--- src/rtl/alu_pkg.sv ---
// alu_pkg: opcodes, FSM states and flag bundle shared by the sequential ALU.
package alu_pkg;
    localparam logic [5:0] OP_ADD = 6'b100000;
    localparam logic [5:0] OP_SUB = 6'b100010;
    localparam logic [5:0] OP_AND = 6'b100100;
    localparam logic [5:0] OP_OR  = 6'b100101;
    localparam logic [5:0] OP_XOR = 6'b100110;
    localparam logic [5:0] OP_NOR = 6'b100111;
    localparam logic [5:0] OP_SLL = 6'b000011;
    localparam logic [5:0] OP_SRL = 6'b000010;
    localparam logic [5:0] OP_SRA = 6'b000111;
    localparam logic [5:0] OP_SLT = 6'b101010;
    localparam logic [5:0] OP_MUL = 6'b011000;

    typedef enum logic [1:0] {S_IDLE, S_MUL, S_RESP} alu_state_e;

    typedef struct packed {
        logic overflow;
        logic carry;
        logic zero;
        logic negative;
        logic illegal;
    } alu_flags_t;
endpackage

--- src/rtl/alu_shift_add_mul.sv ---
// alu_shift_add_mul: unsigned shift-add multiplier, NB_DATA iterations per product.
module alu_shift_add_mul #(
    parameter int NB_DATA = 8
) (
    input  logic                   i_clk,
    input  logic                   i_rst_n,
    input  logic                   i_start,
    input  logic [NB_DATA-1:0]     i_a,
    input  logic [NB_DATA-1:0]     i_b,
    output logic                   o_busy,
    output logic                   o_done,
    output logic [2*NB_DATA-1:0]   o_product
);
    localparam int NB_CNT = $clog2(NB_DATA + 1);

    logic                 busy_q, busy_d;
    logic [NB_CNT-1:0]    cnt_q, cnt_d;
    logic [2*NB_DATA-1:0] mcand_q, mcand_d, acc_q, acc_d;
    logic [NB_DATA-1:0]   mplier_q, mplier_d;

    always_comb begin
        busy_d   = busy_q;
        cnt_d    = cnt_q;
        mcand_d  = mcand_q;
        acc_d    = acc_q;
        mplier_d = mplier_q;
        if (i_start) begin
            busy_d   = 1'b1;
            cnt_d    = NB_CNT'(NB_DATA);
            mcand_d  = {{NB_DATA{1'b0}}, i_a};
            mplier_d = i_b;
            acc_d    = '0;
        end else if (busy_q) begin
            // done is seen for one cycle with cnt at zero, then the unit goes idle
            if (cnt_q != '0) begin
                acc_d    = acc_q + (mplier_q[0] ? mcand_q : '0);
                mcand_d  = mcand_q << 1;
                mplier_d = mplier_q >> 1;
                cnt_d    = cnt_q - 1'b1;
            end else begin
                busy_d = 1'b0;
            end
        end
    end

    always_ff @(posedge i_clk or negedge i_rst_n) begin
        if (!i_rst_n) begin
            busy_q   <= 1'b0;
            cnt_q    <= '0;
            mcand_q  <= '0;
            acc_q    <= '0;
            mplier_q <= '0;
        end else begin
            busy_q   <= busy_d;
            cnt_q    <= cnt_d;
            mcand_q  <= mcand_d;
            acc_q    <= acc_d;
            mplier_q <= mplier_d;
        end
    end

    assign o_busy    = busy_q;
    assign o_done    = busy_q && cnt_q == '0;
    assign o_product = acc_q;
endmodule

--- src/rtl/alu_seq.sv ---
// alu_seq: handshaked ALU with registered result/flags and a multi-cycle multiplier.
module alu_seq import alu_pkg::*; #(
    parameter int NB_DATA = 8,
    parameter int NB_OP   = 6
) (
    input  logic               i_clk,
    input  logic               i_rst_n,
    input  logic               i_valid,
    output logic               o_ready,
    input  logic [NB_DATA-1:0] i_data_a,
    input  logic [NB_DATA-1:0] i_data_b,
    input  logic [NB_OP-1:0]   i_operation_code,
    input  logic               i_signed,
    output logic               o_valid,
    input  logic               i_ready,
    output logic [NB_DATA-1:0] o_result,
    output logic               o_overflow,
    output logic               o_carry,
    output logic               o_zero,
    output logic               o_negative,
    output logic               o_illegal
);
    localparam int NB_SHAMT = $clog2(NB_DATA);
    localparam int MSB = NB_DATA - 1;
    localparam logic [NB_DATA-1:0] SH_LIM = NB_DATA'(NB_DATA);

    alu_state_e           state_q, state_d;
    logic [NB_DATA-1:0]   result_q, result_d;
    alu_flags_t           flags_q, flags_d;
    logic                 mul_sgn_q, mul_sgn_d, mul_neg_q, mul_neg_d;
    logic [NB_DATA:0]     sum, diff;
    logic [NB_SHAMT-1:0]  shamt;
    logic                 big, lt;
    logic [NB_DATA-1:0]   alu_res;
    logic                 alu_ovf, alu_carry, alu_ill;
    logic [NB_DATA-1:0]   mag_a, mag_b;
    logic                 mul_start, mul_busy, mul_done, mul_ovf;
    logic [2*NB_DATA-1:0] mul_prod, mul_p;
    logic [NB_DATA:0]     mul_hi;

    assign sum   = {1'b0, i_data_a} + {1'b0, i_data_b};
    assign diff  = {1'b0, i_data_a} - {1'b0, i_data_b};
    assign shamt = i_data_b[NB_SHAMT-1:0];
    assign big   = i_data_b >= SH_LIM;
    assign lt    = i_signed ? $signed(i_data_a) < $signed(i_data_b) : i_data_a < i_data_b;

    always_comb begin
        alu_res   = '0;
        alu_ovf   = 1'b0;
        alu_carry = 1'b0;
        alu_ill   = 1'b0;
        case (i_operation_code)
            OP_ADD: begin
                alu_res   = sum[MSB:0];
                alu_carry = sum[NB_DATA];
                alu_ovf   = i_signed ? (i_data_a[MSB] == i_data_b[MSB]) && (sum[MSB] != i_data_a[MSB])
                                     : sum[NB_DATA];
            end
            OP_SUB: begin
                alu_res   = diff[MSB:0];
                alu_carry = diff[NB_DATA];
                alu_ovf   = i_signed ? (i_data_a[MSB] != i_data_b[MSB]) && (diff[MSB] != i_data_a[MSB])
                                     : diff[NB_DATA];
            end
            OP_AND:  alu_res = i_data_a & i_data_b;
            OP_OR:   alu_res = i_data_a | i_data_b;
            OP_XOR:  alu_res = i_data_a ^ i_data_b;
            OP_NOR:  alu_res = ~(i_data_a | i_data_b);
            OP_SLL:  alu_res = big ? '0 : i_data_a << shamt;
            OP_SRL:  alu_res = big ? '0 : i_data_a >> shamt;
            OP_SRA:  alu_res = big ? {NB_DATA{i_data_a[MSB]}} : NB_DATA'($signed(i_data_a) >>> shamt);
            OP_SLT:  alu_res = {{(NB_DATA-1){1'b0}}, lt};
            OP_MUL:  alu_res = '0;
            default: alu_ill = 1'b1;
        endcase
    end

    // Signed products run on magnitudes; the sign is restored once the product is ready
    assign mag_a     = (i_signed && i_data_a[MSB]) ? -i_data_a : i_data_a;
    assign mag_b     = (i_signed && i_data_b[MSB]) ? -i_data_b : i_data_b;
    assign mul_start = state_q == S_IDLE && i_valid && i_operation_code == OP_MUL && !mul_busy;
    assign mul_p     = mul_neg_q ? -mul_prod : mul_prod;
    assign mul_hi    = mul_p[2*NB_DATA-1:MSB];
    assign mul_ovf   = mul_sgn_q ? !(&mul_hi || !(|mul_hi)) : |mul_p[2*NB_DATA-1:NB_DATA];

    alu_shift_add_mul #(.NB_DATA(NB_DATA)) u_mul (
        .i_clk     (i_clk),
        .i_rst_n   (i_rst_n),
        .i_start   (mul_start),
        .i_a       (mag_a),
        .i_b       (mag_b),
        .o_busy    (mul_busy),
        .o_done    (mul_done),
        .o_product (mul_prod)
    );

    always_comb begin
        state_d   = state_q;
        result_d  = result_q;
        flags_d   = flags_q;
        mul_sgn_d = mul_sgn_q;
        mul_neg_d = mul_neg_q;
        case (state_q)
            S_IDLE: if (mul_start) begin
                state_d   = S_MUL;
                mul_sgn_d = i_signed;
                mul_neg_d = i_signed && (i_data_a[MSB] ^ i_data_b[MSB]);
            end else if (i_valid) begin
                state_d  = S_RESP;
                result_d = alu_res;
                flags_d  = '{alu_ovf, alu_carry, alu_res == '0, alu_res[MSB], alu_ill};
            end
            S_MUL: if (mul_done) begin
                state_d  = S_RESP;
                result_d = mul_p[MSB:0];
                flags_d  = '{mul_ovf, 1'b0, mul_p[MSB:0] == '0, mul_p[MSB], 1'b0};
            end
            S_RESP: if (i_ready) state_d = S_IDLE;
            default: state_d = S_IDLE;
        endcase
    end

    always_ff @(posedge i_clk or negedge i_rst_n) begin
        if (!i_rst_n) begin
            state_q   <= S_IDLE;
            result_q  <= '0;
            flags_q   <= '0;
            mul_sgn_q <= 1'b0;
            mul_neg_q <= 1'b0;
        end else begin
            state_q   <= state_d;
            result_q  <= result_d;
            flags_q   <= flags_d;
            mul_sgn_q <= mul_sgn_d;
            mul_neg_q <= mul_neg_d;
        end
    end

    assign o_ready    = state_q == S_IDLE;
    assign o_valid    = state_q == S_RESP;
    assign o_result   = result_q;
    assign o_overflow = flags_q.overflow;
    assign o_carry    = flags_q.carry;
    assign o_zero     = flags_q.zero;
    assign o_negative = flags_q.negative;
    assign o_illegal  = flags_q.illegal;
endmodule
--- config.mk ---
export PLATFORM = sky130hd
export DESIGN_NAME = alu_seq
export DESIGN_NICKNAME = d
export VERILOG_FILES = /design/src/rtl/alu_pkg.sv /design/src/rtl/alu_shift_add_mul.sv /design/src/rtl/alu_seq.sv
export SDC_FILE = /design/constraint.sdc
export NUM_CORES = 1
export LEC_CHECK = 0
export BUFFER_PORTS_ARGS = -buffer_cell sky130_fd_sc_hd__buf_2
export CAP_MARGIN = 20
export CORE_ASPECT_RATIO = 0.7
export CORE_MARGIN = 1
export CORE_UTILIZATION = 63
export DETAILED_ROUTE_END_ITERATION = 16
export HOLD_SLACK_MARGIN = 0.06
export PLACE_DENSITY = 0.78
export SKIP_CTS_REPAIR_TIMING = 1
export SYNTH_ARGS = -nofsm -noshare
export SYNTH_HDL_FRONTEND = slang
export SYNTH_HIERARCHICAL = 1
export SYNTH_SLANG_ARGS = --single-unit
--- constraint.sdc ---
create_clock -name i_clk -period 3.5 [get_ports i_clk]
set_input_delay 0.35 -clock i_clk [delete_from_list [all_inputs] [get_ports i_clk]]
set_output_delay 0.35 -clock i_clk [all_outputs]
set_load 0.05 [all_outputs]
==> reports/qor.yml <==
status: "completed"
slew_headroom: 0.413
worst_slew_pin_slew_ps: 868
clock_skew_ps: 4.44
synth_top_flop_cell: "dfrtp_1"
syn_nets: 880
syn_avg_cell_area_um2: 8.02
clock_latency_ps: 330
gp_congestion: 1.11
syn_area_um2: 6460
htreeDepth: 3
pin_count: 42
synth.area.top_cells: "dfrtp_1 (24%), ha_1 (8.7%), nand2_1 (6.9%)"
synth_enable_flop_cells: 0
totalWireLength_um: 21100
r2r-start: "u_mul/o_product[1]"
place_ws_ps: 334
p_leak_uw: 0.00309
drc_errors: 0
hold_viol_final: 0
first_pass_iters: 6
grt_max_degree: 52
ys_seq_area_frac: 0.236
grt_usage: 0.409
rows: 30
required_ps: 3710
num-nets-final: 911
fillers: 755
port-buffer-count: 41
rsz0062_at_grt: "false"
grt_pass1_wl_um: 32900
postSynth.asyncResetShare: 1.00
setup_violations: 0
path_class: "flop to flop"
fin_area_um2: 7130
cp.arrival_ps: 3180
drive_gt1_frac: 0.137
cp-end-kind: "flop"
synthCells: 805
place_hpwl_um: 15900
cts_tree: "built"
cts_root_buffer: "clkbuf_16"
drtIter0Drc: 831
ant_nets: 0
vdd_drop_max_mv: 0.583
grt-ovfl-total: 0
final.period_utilization: 0.849
core_area_um2: 9830
multi_input_area_um2: 4620
hp-class: "primary input to asynchronous set/reset pin"
drv_cap: 0
area_growth_pct: 10.3
grt_pass1_vias: 6080
worst-path-buf-inv: 1
reg2reg_to: "o_overflow"
die_area_um2: 10700
yosysWarnings: 6
antennaDiodeCount: 0
die_h_um: 86.7
max_freq_ghz: 0.337
antenna_found_initial: 0
ff2ff_setup_slack_ps: 530
cts.sinks: 61
cp_cell_sequence: "inv_1 -> ha_1 -> nor4b_4 -> nand3_2 -> or4b_1 -> o21ai_1 -> a41oi_1 -> or4_1 -> nand4_1 -> nand3_1"
rr_worst_depth: 10
synth-seq-cells: 61
cp-start-kind: "flop"
finalCriticalPeriod_ps: 2970
vias_per_cell: 6.86
regArea_um2: 1530
cts_max_path_buffers: 2
synth_top_area_cell: "dfrtp_1"
total_power_uw: 4630
cts_buffers: 9
drv_slew: 0
vias: 6644
slowest_delay_ps: 550
cellPowerDensity_nw_per_um2: 650
cp_top_family: "simple AND/OR/NAND/NOR gates"
fin_setup_tns_ps: 0
cp_max_fo: 5
dpl_cell_area_um2: 6820
slowest_stage: "or4_1"
wl_per_cell_um: 21.8
synth_cell_type_count: 83
worst_slack_ps: 528
synth.top_cell.area_share: 0.236
fp.dieW_um: 123
clk_pin_slew_worst_paths_ps: 60
initial_utilization: 0.657
layout make-up:
type                       count  area share
clock buffer                  12      0.0360
clock inverter                 4     0.00316
inverter                      37      0.0195
multi-input combinational    662       0.649
sequential                    61       0.214
tap                          128      0.0225
timing repair buffer          65      0.0562
layout by cell type, fill, tap and decap left out, drive strengths merged, types with 6 or more instances in the layout:
cell,synthesis,routed
or3,8,8
dfrtp,61,61
a211oi,8,8
buf,17,64
and2,19,19
nand2b,8,8
inv,36,36
a21oi,56,56
a21o,11,11
nor2,46,46
nor2b,13,13
o211ai,13,13
nor3,14,14
xor2,10,10
mux2i,29,29
o31ai,11,11
nand3,23,23
nor4,10,10
ha,45,45
mux4,10,10
xnor2,27,27
nand2,119,119
nand4,10,10
clkbuf,28,12
o21ai,61,61
nand3b,6,6
o31a,6,6
a31oi,12,12
registers in the layout, indices dropped and copies added, names as in the netlist:
name	cells
o_carry	1
o_zero	1
u_mul/mplier_q	8
o_overflow	1
o_illegal	1
u_mul/o_busy	1
u_mul/mcand_q	16
mul_sgn_q	1
mul_neg_q	1
u_mul/cnt_q	4
u_mul/o_product	16
o_result	8
state_q	2
how the worst max path moves through the flow:
stage | start | slack [ps] | end | cells past startpoint
global route | u_mul/o_product[1] | 340 | o_overflow | 10
global placement | i_data_a[0] | 450 | o_overflow | 13
detailed placement | i_data_a[0] | 330 | o_overflow | 13
CTS | u_mul/o_product[1] | 580 | o_overflow | 10
finish | u_mul/o_product[1] | 530 | o_overflow | 10
floorplan | i_data_b[1] | 520 | o_zero | 12
layer usage:
layer / vias up / wire [µm] / track usage
li1: 3014 / - / -
met1: 3169 / 9450 / 0.611
met2: 426 / 8500 / 0.555
met3: 35 / 2850 / 0.145
met4: 0 / 289 / 0.0953
met5: - / 0 / 0
synthesized netlist by cell type, drive strengths merged, types with 11 or more instances:
library cell  instances
a21oi                56
and2                 19
nor3                 14
a21o                 11
nor2b                13
o21ai                61
o31ai                11
a31oi                12
xnor2                27
clkbuf               28
o211ai               13
buf                  17
nor2                 46
inv                  36
nand2               119
ha                   45
mux2i                29
dfrtp                61
nand3                23
through the flow:
stage               hold slack, ps  instances   util
floorplan                     54.4        805      -
global placement               455        951  0.693
detailed placement             468        951  0.693
CTS                            213        967  0.722
global route                   384        969  0.725
finish                         368        969  0.725
report_power, final:
part / switching [µW] / total, µW / internal, µW
Clock: 327 / 841 / 514
Combinational: 1530 / 2470 / 940
Sequential: 367 / 1320 / 955
Total: 2220 / 4630 / 2410
cell families (layout without fill, tap and decap cells):
logic type,after synthesis,in the layout,share of synthesized area
simple gates,304,304,0.244
flops,61,61,0.236
xor+xnor,37,37,0.0502
fa+ha+maj,48,48,0.0965
mux,44,44,0.0885
compound gates,229,229,0.233
buf+inv,82,118,0.0517
worst reg2reg max path, cell delays in order (launching register included):
cell     delay [ps]
dfrtp_1         410
inv_1           100
ha_1            250
nor4b_4         390
nand3_2         180
or4b_1          500
o21ai_1         140
a41oi_1         130
or4_1           550
nand4_1         130
nand3_1          90
(Power assumes the default switching activity.)
